===== config.mk =====
export PLATFORM = sky130hd
export DESIGN_NAME = regfile_wb_arbiter
export DESIGN_NICKNAME = d
export VERILOG_FILES = /design/src/rtl/regfile_pkg.sv /design/src/rtl/regfile_wb_arbiter_rr_arb.sv /design/src/rtl/regfile_wb_arbiter.sv
export SDC_FILE = /design/constraint.sdc
export NUM_CORES = 1
export LEC_CHECK = 0
export BUFFER_PORTS_ARGS = -buffer_cell sky130_fd_sc_hd__buf_2
export CAP_MARGIN = 20
export CORE_AREA = 2 2 78 80
export CTS_CLUSTER_DIAMETER = 50
export CTS_CLUSTER_SIZE = 16
export DETAILED_ROUTE_END_ITERATION = 8
export DIE_AREA = 0 0 80 82
export GPL_ROUTABILITY_DRIVEN = 0
export PLACE_DENSITY = 0.81
export SLEW_MARGIN = 20
export SYNTH_ARGS = -nofsm -noshare
export SYNTH_HDL_FRONTEND = slang
export SYNTH_HIERARCHICAL = 1
export SYNTH_SLANG_ARGS = --single-unit

===== constraint.sdc =====
create_clock -name clk -period 1.7 [get_ports clk]
set_clock_uncertainty 0.15 [all_clocks]
set_input_delay 0.17 -clock clk [delete_from_list [all_inputs] [get_ports clk]]
set_output_delay 0.17 -clock clk [all_outputs]
set_load 0.005 [all_outputs]

===== src/rtl/regfile_pkg.sv =====
// Shared types and constants for the register-file writeback arbiter.
package regfile_pkg;

    localparam int NUM_REGS = 16;
    localparam int ADDR_W   = 4;
    localparam int DATA_W   = 32;

    // Writeback source; also used as the arbiter priority pointer value.
    typedef enum logic {
        WB_ALU = 1'b0,
        WB_LD  = 1'b1
    } wb_src_e;

    // One writeback request. 'reg' is a keyword, so the index field is 'idx'.
    typedef struct packed {
        logic [ADDR_W-1:0] idx;
        logic [DATA_W-1:0] data;
    } wb_req_t;

endpackage


===== src/rtl/regfile_wb_arbiter_rr_arb.sv =====
// Two-input writeback arbiter (ALU vs load) with its priority pointer.
// REGFILE_ARB_RR_EN defined   : round-robin, pointer flips to the loser after each fire.
// REGFILE_ARB_RR_EN undefined : fixed priority, load always wins, no pointer state.
module wb_rr_arb (
    input  logic clk,
    input  logic reset,
    input  logic alu_valid_i,
    input  logic ld_valid_i,
    output logic alu_gnt_o,
    output logic ld_gnt_o
);
    import regfile_pkg::*;

`ifdef REGFILE_ARB_RR_EN
    wb_src_e prio_q;

    // Sole requester wins; on contention the pointer names the winner.
    always_comb begin
        ld_gnt_o  = ld_valid_i && (!alu_valid_i || (prio_q == WB_LD));
        alu_gnt_o = alu_valid_i && !ld_gnt_o;
    end

    // After a fire the pointer favours the side that did not fire.
    always_ff @(posedge clk) begin
        if (reset)          prio_q <= WB_ALU;
        else if (alu_gnt_o) prio_q <= WB_LD;
        else if (ld_gnt_o)  prio_q <= WB_ALU;
    end
`else
    // No state in fixed-priority mode; clock and reset are intentionally unused.
    logic unused_clk_rst;
    assign unused_clk_rst = clk ^ reset;

    // Load always beats ALU; ALU may starve under continuous loads.
    always_comb begin
        ld_gnt_o  = ld_valid_i;
        alu_gnt_o = alu_valid_i && !ld_valid_i;
    end
`endif

endmodule


===== src/rtl/regfile_wb_arbiter.sv =====
// Register-file write-port arbiter: picks one of ALU / load writeback per cycle,
// registers the write command, and keeps the pending-write busy scoreboard.
// Arbitration mode selected by REGFILE_ARB_RR_EN (see wb_rr_arb).
module regfile_wb_arbiter
    import regfile_pkg::*;
#(
    parameter int NUM_REGS = regfile_pkg::NUM_REGS,
    parameter int DATA_W   = regfile_pkg::DATA_W,
    parameter int ADDR_W   = regfile_pkg::ADDR_W
) (
    input  logic                clk,
    input  logic                reset,
    input  logic                alu_valid_i,
    output logic                alu_ready_o,
    input  logic [ADDR_W-1:0]   alu_reg_i,
    input  logic [DATA_W-1:0]   alu_data_i,
    input  logic                ld_valid_i,
    output logic                ld_ready_o,
    input  logic [ADDR_W-1:0]   ld_reg_i,
    input  logic [DATA_W-1:0]   ld_data_i,
    input  logic                busy_set_i,
    input  logic [ADDR_W-1:0]   busy_set_reg_i,
    output logic                rf_write_en_o,
    output logic [ADDR_W-1:0]   rf_write_reg_o,
    output logic [DATA_W-1:0]   rf_write_data_o,
    output logic [NUM_REGS-1:0] busy_o
);

    wb_req_t               alu_req, ld_req, win_req;
    wb_req_t               wr_q;
    logic                  wr_en_q;
    logic                  fire;
    logic [NUM_REGS-1:0]   busy_q, busy_d;

    wb_rr_arb u_arb (
        .clk         (clk),
        .reset       (reset),
        .alu_valid_i (alu_valid_i),
        .ld_valid_i  (ld_valid_i),
        .alu_gnt_o   (alu_ready_o),
        .ld_gnt_o    (ld_ready_o)
    );

    assign alu_req = '{idx: alu_reg_i, data: alu_data_i};
    assign ld_req  = '{idx: ld_reg_i,  data: ld_data_i};
    assign fire    = alu_ready_o | ld_ready_o;
    assign win_req = ld_ready_o ? ld_req : alu_req;

    // Write command register: load on fire, otherwise drop enable and hold reg/data.
    always_ff @(posedge clk) begin
        if (reset) begin
            wr_en_q <= 1'b0;
            wr_q    <= '0;
        end else begin
            wr_en_q <= fire;
            if (fire) wr_q <= win_req;
        end
    end

    // Scoreboard next state: retire clears on the write edge, a same-cycle set wins.
    always_comb begin
        busy_d = busy_q;
        if (wr_en_q)    busy_d[wr_q.idx]       = 1'b0;
        if (busy_set_i) busy_d[busy_set_reg_i] = 1'b1;
    end

    // Scoreboard register.
    always_ff @(posedge clk) begin
        if (reset) busy_q <= '0;
        else       busy_q <= busy_d;
    end

    assign rf_write_en_o   = wr_en_q;
    assign rf_write_reg_o  = wr_q.idx;
    assign rf_write_data_o = wr_q.data;
    assign busy_o          = busy_q;

endmodule


==> key figures, run 1 <==
Outcome
  • Outcome: completed

Worst setup path
  • Worst setup SP type: flip-flop
  • Reg2reg end: busy_o[6]
  • Crit path DAT: between 1.5 and 2 ns
  • Worst EP required: around 1.7 ns
  • CP Cell Sequence: nand2b_1, o311ai_0, o21ai_0
  • Critical path peak fanout: 11
  • R2R cell count: 3
  • Critical path's largest stage delay: 0.59 ns
  • R2R Path Start: rf_write_reg_o[2]
  • CP endpoint: busy_o[6]
  • Crit-path leading delay family: flip-flops
  • CP Depth: 3
  • Slowest CP cell: dfxtp_1
  • Worst Setup SP: rf_write_reg_o[2]
  • Critical path class: reg2reg
  • Crit end category: flip-flop
  • Buf/Inv on CP: 0
  • FF-to-FF setup slack: around 0.22 ns

Synth
  • Library cells used by synthesis: 28
  • Synth area leaders: dfxtp_1 (43%), mux2_2 (16%), mux2i_1 (15%), nor2_1 (6.1%), o211ai_1 (2.4%)
  • Post-Synthesis Cells: 237
  • Total number of yosys warnings: 6
  • Yosys top cell area share: between 40% and 50%
  • Register area share after synthesis: between 40 and 50%
  • Synthesized net count: between 300 and 400
  • Seq cells post-synth: 53
  • Synth area leader: dfxtp_1
  • Synthesized area: around 2500 µm²
  • Mapped Avg Cell Area: ~10 µm²

Global routing
  • Pin count of the biggest net entering global routing: 39
  • Vias in the first global route: 2,379
  • First-pass GRT wire length: 10,840 µm
  • GRT Overall Usage: a little over a fifth
  • GRT Residual Overflow: 0
  • Initial antenna violation count: 0

Final layout
  • Area Overhead vs Synth: 50.10%
  • Filler Cell Count: about 460
  • Final non-filler cell total: approximately 480
  • Share of cells above drive strength 1: 46.68%
  • Antenna diodes: 0
  • Reg area: between 1000 and 1500 µm²
  • Multi-input gate area: 1272 µm²
  • Post-layout util: around 64%
  • Fin nets: between 400 and 500

Power and ir drop
  • Logic pwr share: 18.9%
  • LEAKAGE: ~1.8 nW
  • PwrDens: slightly below 800 nW/µm²
  • Clock share of power: between 30% and 40%
  • P_sw: roughly 0.7 mW
  • Sw Ratio: between 20% and 30%
  • Peak supply drop: approximately 450 µV
  • Int Pwr: between 2 and 2.5 mW
  • Flop pwr share: about 47%

STA
  • Tightest Pin Transition: between 0.6 and 0.7 ns
  • Fmax: 0.6749 GHz
  • Fin Hold WS: around 0.020 ns
  • Pins Over Slew Limit: 0
  • Final setup viols: 0
  • RSZ-0062 raised after global routing: false
  • Final WS setup: roughly 0.22 ns
  • Final worst path period need: 1.482 ns
  • Max_slew headroom: 57.30%
  • Final Hold Fails: 0
  • TNS Setup: 0 ns
  • Period utilization: between 80 and 90%

Die
  • Starting Density: between 40% and 50%
  • Die H: between 80 and 90 µm
  • Rows: 28
  • Core area: 5746 µm²
  • Die ar.: 6560 µm²
  • IO Pins: around 140
  • Die X: 80 µm

Placed design
  • Dpl cells: 437
  • Pre-CTS setup slack: 0.2263 ns
  • Detailed placement HPWL: around 4600 µm
  • Port Buffers: 135

Clocking
  • Num CTS Buffers: 5
  • Post-CTS sizing: 0
  • CTS tree: built
  • Sinks on Clock Net: 53
  • Setup Buffers After CTS: 0
  • Clk buf depth: 2
  • Clock transition at path regs: around 0.10 ns
  • CTS Root Cell: clkbuf_8
  • Latest clock arrival within the worst-skew pair: 0.30 ns
  • Htree depth: 2

Routing
  • Antenna Nets Post-Route: 0
  • Initial DRC Count: 100
  • DR vias/cell: roughly 5
  • Routed vias: 2,437
  • DRT Pass-1 Iters: 4
  • Post-DR wirelength/cell: 14.49 µm
  • Routed wire length: about 7000 µm
  • Residual DRC: 0

Worst hold path
  • Worst Hold Class: in2reg
  • Hold_sp: busy_set_reg_i[1]

Job
  • Max-cap violations: 0
-- Yosys cell counts (all sizes together) --
cell type / number
a32o: 2
buf: 13
clkbuf: 4
dfxtp: 53
inv: 5
mux2: 36
mux2i: 36
nand2: 3
nand2b: 2
nand3: 5
nand3b: 2
nand4: 3
nand4b: 1
nor2: 40
nor2b: 2
nor4: 1
o211ai: 8
o21ai: 12
o311ai: 5
o31ai: 1
o32ai: 1
or3: 1
or3b: 1
-- logic make-up after synthesis --
family | share of synthesized area, %
muxes | 31.03
DFF | 43.00
and+or+nand+nor | 11.56
AOI/OAI and AO/OA | 8.976
buffers and inverters | 5.426
-- power by group through the flow --
stage               clock network, mW  registers, mW  logic (mW)
floorplan                           0           1.38       0.272
global placement                    0           1.38       0.465
detailed placement                  0           1.38       0.480
CTS                              1.02           1.36       0.547
global route                     1.07           1.37       0.600
finish                           1.00           1.36       0.552
-- flip-flops by register name (all words and copies together) (netlist names) --
| name | cells |
|---|---|
| rf_write_en_o | 1 |
| rf_write_data_o | 32 |
| rf_write_reg_o | 4 |
| busy_o | 16 |
-- per-stage QoR --
stage	total power, mW	cell area [µm²]
after floorplan	1.652	2467
after global routing	3.042	3704
after detailed placement	1.865	3199
after global placement	1.848	3199
after CTS	2.924	3704
final	2.911	3704
-- cell type report --
class / count / area share [%]
inverters: 5 / 0.5068
flip-flops and latches: 53 / 28.65
repair buffers: 179 / 30.34
clock buffers: 5 / 1.858
clock inverters: 3 / 1.757
multi-input cells: 162 / 34.36
well taps: 75 / 2.534
-- tightest hold or removal path: cells and delay by family --
family | cells | cell delay [ns]
and+or+nand+nor | 1 | 0.05
AOI/OAI and AO/OA | 1 | 0.07
buffers and inverters | 1 | 0.13
-- what timing repair did --
item | in CTS | in global routing
setup endpoints to repair | 0 | 0
hold endpoints to repair | 37 | 0
hold buffers | 37 | 0
-- worst min-delay path by stage --
stage	to	depth (start not counted)	slack (ns)
final	busy_o[15]	3	0.02
after global routing	busy_o[15]	3	0.02
after CTS	busy_o[15]	3	0.02
after detailed placement	rf_write_data_o[0]	3	0.26
after global placement	rf_write_data_o[7]	3	0.25
after floorplan	busy_o[14]	1	0.12
-- per-layer routing --
layer / up-vias / track usage (%) / part of all wire [%] / wire [µm]
li1: 1187 / - / - / -
met1: 1130 / 24.69 / 40 / 2827
met2: 107 / 38.25 / 50 / 3497
met3: 13 / 4.615 / 7.5 / 523
met4: 0 / 6.441 / 1.9 / 136
met5: - / 0 / 0 / 0
-- layout by cell type, fill, tap and decap left out --
master | Yosys | layout
o21ai_2 | 1 | 1
o31ai_1 | 1 | 1
buf_2 | 5 | 135
o311ai_4 | 1 | 1
bufinv_16 | 0 | 2
clkbuf_8 | 0 | 5
buf_4 | 4 | 5
nor2_1 | 40 | 40
clkinv_2 | 0 | 1
dlygate4sd3_1 | 0 | 37
nand4_1 | 3 | 3
buf_12 | 0 | 2
nor2b_4 | 1 | 1
o21ai_0 | 11 | 11
nand2_1 | 3 | 3
dfxtp_1 | 53 | 53
inv_1 | 5 | 5
a32o_1 | 2 | 2
o32ai_1 | 1 | 1
or3b_4 | 1 | 1
or3_1 | 1 | 1
nor4_1 | 1 | 1
nand3_1 | 5 | 5
mux2i_1 | 36 | 36
o211ai_1 | 8 | 8
nand3b_1 | 2 | 2
nand4b_1 | 1 | 1
nand2b_1 | 2 | 2
nor2b_1 | 1 | 1
mux2_2 | 36 | 36
o311ai_0 | 4 | 4
Note: power is estimated with default switching activity, not from simulation.
==> run 2, diff against run 1 <==
--- a/config.mk
+++ b/config.mk
@@ -17,5 +17,4 @@
 export SLEW_MARGIN = 20
 export SYNTH_ARGS = -nofsm -noshare
 export SYNTH_HDL_FRONTEND = slang
-export SYNTH_HIERARCHICAL = 1
 export SYNTH_SLANG_ARGS = --single-unit
==> constraint.sdc (replaced) <==
create_clock -name clk -period 1.7 [get_ports clk]
set_clock_uncertainty 0.15 [all_clocks]
set_input_delay 0.34 -clock clk [delete_from_list [all_inputs] [get_ports clk]]
set_output_delay 0.34 -clock clk [all_outputs]
set_load 0.005 [all_outputs]
==> run 2 against run 1 <==
First-iteration DRC count fell by 7.0%. Critical path depth fell by 1. Total power down 6.6%. Non-clock buffer count decreased by 34. Maximum frequency shrank 3.4%. Critical endpoint is now rf_write_reg_o[0].
==> key figures, run 2 <==
Worst setup path
  • Worst Setup SP: rf_write_reg_o[0]
  • Reg2reg end: busy_o[0]
  • Worst setup SP type: flip-flop
  • Critical path class: reg2out
  • FF-to-FF setup slack: approximately 0.29 ns
  • R2R Path Start: rf_write_reg_o[0]
  • Crit path DAT: around 1.0 ns
  • R2R cell count: 3
  • Crit end category: output pin
  • Critical path peak fanout: 7
  • CP endpoint: rf_write_reg_o[0]
  • Worst EP required: roughly 1.2 ns

STA
  • TNS Setup: 0 ns
  • Final Hold Fails: 0
  • Fmax: 0.6522 GHz
  • Max_slew headroom: roughly 66%
  • RSZ-0062 raised after global routing: false
  • Pins Over Slew Limit: 0
  • Tightest Pin Transition: a little over 0.5 ns
  • Fin Hold WS: about 0.12 ns
  • Period utilization: between 90% and 100%
  • Final setup viols: 0
  • Final worst path period need: about 1.5 ns

Synth
  • Prevailing post-synth register cell: dfxtp_1
  • Post-synth top cells: dfxtp_1 (53), nor2_1 (40), mux2_2 (36), mux2i_1 (36), o21ai_0 (11)
  • Synth area leader: dfxtp_1
  • Total number of yosys warnings: 0
  • Synth area leaders: dfxtp_1 (43%), mux2_2 (17%), mux2i_1 (15%), nor2_1 (6.1%), o211ai_1 (2.4%)
  • Library cells used by synthesis: 28
  • Yosys top cell area share: a little over two fifths
  • Synthesized net count: approximately 320
  • Number of synthesized flops with an enable pin: 0
  • Synthesized area: roughly 2500 µm²
  • Seq cells post-synth: 53
  • Count leader, synth: dfxtp_1
  • Mapped Avg Cell Area: between 10 and 15 µm²
  • Async set-reset flop share out of synthesis: 0%
  • Post-Synthesis Cells: between 200 and 250
  • Register area share after synthesis: between 40% and 50%

Die
  • Core area: ~5700 µm²
  • Rows: 28
  • Die ar.: around 6600 µm²
  • Die X: roughly 80 µm
  • IO Pins: about 140
  • Starting Density: between 40 and 50%
  • Die H: ~80 µm

Clocking
  • CTS Root Cell: clkbuf_8
  • CTS tree: built
  • Htree depth: 2
  • Clk buf depth: 2
  • Sinks on Clock Net: 53
  • Num CTS Buffers: 5
  • Clock transition at path regs: ~0.090 ns
  • Setup Buffers After CTS: 0
  • Latest clock arrival within the worst-skew pair: about 0.29 ns

Power and ir drop
  • Peak supply drop: 412.6 µV
  • LEAKAGE: 1.675 nW
  • PwrDens: about 820 nW/µm²
  • Post-layout total power: around 2.7 mW

Final layout
  • Filler Cell Count: between 500 and 600
  • Max FFs per register: 32
  • Reg area: 1062 µm²
  • Fin nets: between 400 and 500
  • Commonest non-fill, non-tap cell in the layout: buf_2
  • Area Overhead vs Synth: 35.73%
  • Share of cells above drive strength 1: about half
  • Final non-filler cell total: roughly 450
  • Antenna diodes: 0
  • Post-route cell area: 3332 µm²
  • Multi-input gate area: about 1300 µm²
  • Most frequent cells in the layout: buf_2 (135), dfxtp_1 (52), nor2_1 (40)

Job
  • Max-cap violations: 0

Routing
  • Initial DRC Count: 93
  • DRT Pass-1 Iters: 4
  • Routed vias: approximately 2,300
  • DR vias/cell: 5.172
  • Residual DRC: 0
  • Antenna Nets Post-Route: 0
  • Post-DR wirelength/cell: roughly 14 µm
  • Routed wire length: 6318 µm

Global routing
  • Vias in the first global route: 2,235
  • Pin count of the biggest net entering global routing: 39
  • First-pass GRT wire length: ~10,000 µm
  • GRT Residual Overflow: 0
  • GRT Overall Usage: just under 20%
  • Initial antenna violation count: 0

Placed design
  • Placed Area: 3214 µm²
  • Dpl cells: 440
  • Port Buffers: 135
  • Detailed placement HPWL: around 4800 µm

Worst hold path
  • Worst Hold Class: in2reg

Outcome
  • Outcome: completed
[run 2: cell count changes in the layout (fill, tap and decap cells not counted)]
| cell | previous run | this run |
|---|---|---|
| buf_4 | 5 | 8 |
| clkbuf_8 | 5 | 6 |
| nor2b_1 | 1 | 2 |
| clkbuf_1 | 0 | 1 |
| dlygate4sd3_1 | 37 | 0 |
| clkinv_2 | 1 | 0 |
| bufinv_16 | 2 | 1 |
| dfxtp_2 | 0 | 1 |
| dfxtp_1 | 53 | 52 |
| nor2b_4 | 1 | 0 |
[run 2: report_power, final]
group / switching, mW / internal [mW] / total, mW / leakage [nW]
clock network: 0.396 / 0.481 / 0.876 / 0.0585
logic: 0.214 / 0.271 / 0.485 / 1.18
registers: 0.0441 / 1.31 / 1.36 / 0.437
[run 2: critical path: stages (launching register included)]
cell and delay (ns):
dfxtp_1 0.46, buf_4 0.19, buf_2 0.11
[run 2: worst min-delay path by stage]
stage                       from                  end  cells past startpoint
6_report           ld_data_i[13]  rf_write_data_o[13]                      3
5_1_grt            ld_data_i[23]  rf_write_data_o[23]                      3
4_1_cts            ld_data_i[13]  rf_write_data_o[13]                      3
3_5_place_dp          busy_o[13]           busy_o[13]                      1
3_3_place_gp           busy_o[0]            busy_o[0]                      2
2_1_floorplan  busy_set_reg_i[0]           busy_o[14]                      1
[run 2: cell type report]
| type | count | area share, % |
|---|---|---|
| inverters | 5 | 0.5633 |
| well taps | 75 | 2.816 |
| clock buffers | 7 | 2.591 |
| repair buffers | 145 | 23.28 |
| flip-flops and latches | 53 | 31.88 |
| clock inverters | 1 | 0.9012 |
| multi-input cells | 162 | 37.96 |
[run 2: per-layer routing]
metal  vias to the layer above  GRT usage, %  part of all wire, %
met5                         -             0                    0
met4                         0         4.576                 0.71
met3                         8         4.835                  8.5
met2                       123         34.92                   49
met1                      1075         23.69                   41
li1                       1111             -                    -
[run 2: logic make-up after synthesis]
| logic type | after synthesis | share of synthesized area [%] |
|---|---|---|
| buf+inv | 22 | 5.250 |
| flops | 53 | 43.22 |
| compound gates | 29 | 9.022 |
| simple gates | 61 | 11.31 |
| mux | 72 | 31.19 |
[run 2: stage by stage]
step	util [%]	worst slack [ns]
global placement	55.95	0.2226
CTS	57.97	0.08580
detailed placement	55.95	0.1745
floorplan	-	0.2983
global route	57.99	0.09551
finish	57.99	0.1667
[run 2: timing repair]
action / in CTS / in global routing
setup endpoints to repair: 0 / 1
hold buffers: 0 / 0
gates resized for setup: 0 / 1
==> run 3, diff against run 2 <==
--- a/config.mk
+++ b/config.mk
@@ -17,4 +17,5 @@
 export SLEW_MARGIN = 20
 export SYNTH_ARGS = -nofsm -noshare
 export SYNTH_HDL_FRONTEND = slang
+export SYNTH_HIERARCHICAL = 1
 export SYNTH_SLANG_ARGS = --single-unit
==> run 3 against run 2 <==
Core utilization shrank 0.065 points. Total power shrank 4.1%. Count of clock-buffer cells in the layout is the same. Final cell count shrank 0.22%.
==> key figures, run 3 (synthesis results as in run 1) <==
Outcome
  • Outcome: completed

Clocking
  • Sinks on Clock Net: 53
  • Clock transition at path regs: ~0.090 ns
  • Num CTS Buffers: 5
  • CTS tree: built
  • Post-CTS sizing: 0
  • Clk buf depth: 2
  • Hold Buf Count CTS: 0
  • Htree depth: 2
  • CTS Root Cell: clkbuf_8
  • Setup Buffers After CTS: 0
  • Latest clock arrival within the worst-skew pair: roughly 0.30 ns

Routing
  • Initial DRC Count: between 70 and 80
  • Routed wire length: about 6000 µm
  • Post-DR wirelength/cell: ~14 µm
  • Antenna Nets Post-Route: 0
  • Routed vias: 2,261
  • Residual DRC: 0
  • DR vias/cell: ~5
  • DRT Pass-1 Iters: 4

Final layout
  • Reg area: between 1000 and 1500 µm²
  • Commonest non-fill, non-tap cell in the layout: buf_2
  • Most frequent cells in the layout: buf_2 (135), dfxtp_1 (53), nor2_1 (40)
  • Post-layout util: 57.93%
  • Share of cells above drive strength 1: between 50 and 60%
  • Multi-input gate area: approximately 1300 µm²
  • Area Overhead vs Synth: 34.89%
  • Antenna diodes: 0
  • Max FFs per register: 32
  • Fin nets: ~450
  • Filler Cell Count: 522

Worst hold path
  • Hold_sp: ld_data_i[28]
  • Min-Delay Endpoint: rf_write_data_o[28]
  • Worst Hold Path Cells: 3
  • Worst Hold Class: in2reg

STA
  • Period utilization: between 90% and 100%
  • Pins Over Slew Limit: 0
  • TNS Setup: 0 ns
  • Final worst path period need: around 1.6 ns
  • Final setup viols: 0
  • Max_slew headroom: 67.06%
  • Fmax: 0.6350 GHz
  • RSZ-0062 raised after global routing: false
  • Tightest Pin Transition: about 0.49 ns
  • Final Hold Fails: 0

Worst setup path
  • Critical path peak fanout: 7
  • Critical path class: reg2out
  • Worst EP required: approximately 1.2 ns
  • R2R Path Start: rf_write_reg_o[0]
  • Crit end category: output pin
  • CP Cell Sequence: buf_4, buf_2
  • Slowest CP cell: dfxtp_1
  • Crit path DAT: about 1.1 ns
  • R2R cell count: 3
  • Worst setup SP type: flip-flop
  • FF-to-FF setup slack: ~0.27 ns
  • Critical path's largest stage delay: 0.46 ns
  • Buf/Inv on CP: 2
  • Crit-path leading delay family: flip-flops
  • Reg2reg end: busy_o[0]

Placed design
  • Port Buffers: ~140
  • Detailed placement HPWL: 4734 µm

Die
  • Starting Density: 42.94%
  • Rows: 28
  • Core area: ~5700 µm²
  • IO Pins: approximately 140
  • Die ar.: ~6600 µm²
  • Die H: approximately 82 µm
  • Die X: roughly 80 µm

Power and ir drop
  • PwrDens: 782.9 nW/µm²
  • Peak supply drop: 403.5 µV
  • LEAKAGE: ~1.7 nW

Global routing
  • Initial antenna violation count: 0
  • GRT Overall Usage: between 10% and 20%
  • Vias in the first global route: between 2,000 and 2,500
  • First-pass GRT wire length: 9397 µm
  • GRT Residual Overflow: 0
  • Pin count of the biggest net entering global routing: 39

Job
  • Max-cap violations: 0
run 3: area by class of cell:
| type | instances | area share (%) |
|---|---|---|
| clock buffer | 7 | 2.895 |
| timing repair buffer | 144 | 23.46 |
| inverter | 5 | 0.5639 |
| clock inverter | 1 | 0.1504 |
| multi-input combinational | 162 | 38.23 |
| sequential | 53 | 31.88 |
| tap | 75 | 2.820 |
run 3: per-stage QoR:
stage / hold WS, ns / power, mW / setup slack (ns) / instances / cell area (µm²)
6_report: 0.1171 / 2.606 / 0.1253 / 447 / 3328
5_1_grt: 0.1144 / 2.720 / 0.1103 / 447 / 3328
4_1_cts: 0.1134 / 2.632 / 0.1342 / 447 / 3328
3_5_place_dp: 0.3347 / 1.873 / 0.03773 / 439 / 3227
3_3_place_gp: 0.3209 / 1.857 / 0.08822 / 439 / 3227
2_1_floorplan: 0.2919 / 1.652 / 0.09501 / 237 / 2467
run 3: worst max-delay path by stage:
stage / depth (start not counted) / start / end / slack (ns)
final: 2 / rf_write_reg_o[2] / rf_write_reg_o[2] / 0.13
after global routing: 2 / rf_write_reg_o[2] / rf_write_reg_o[2] / 0.11
after CTS: 2 / rf_write_reg_o[2] / rf_write_reg_o[2] / 0.13
after detailed placement: 6 / ld_valid_i / rf_write_data_o[21] / 0.04
after global placement: 6 / ld_valid_i / rf_write_data_o[5] / 0.09
after floorplan: 6 / alu_valid_i / rf_write_data_o[22] / 0.1
run 3: where the power goes:
part	switching (mW)	leakage, nW	internal (mW)
sequential	0.0425	0.436	1.31
clock	0.396	0.0542	0.369
combinational	0.214	1.19	0.274
total	0.652	1.68	1.95
run 3: tightest hold or removal path, delay by kind of cell:
family                 cells  cell delay [ns]
buffers and inverters      1             0.07
multiplexers               1             0.05
AND/OR/NAND/NOR            1             0.07
run 3: metal layers:
metal | wire length, µm | GRT usage (%) | part of all wire [%]
met1 | 2516 | 20.70 | 41
met2 | 3120 | 33.67 | 51
met3 | 445 | 3.956 | 7.2
met5 | 0 | 0 | 0
met4 | 56 | 5.593 | 0.91
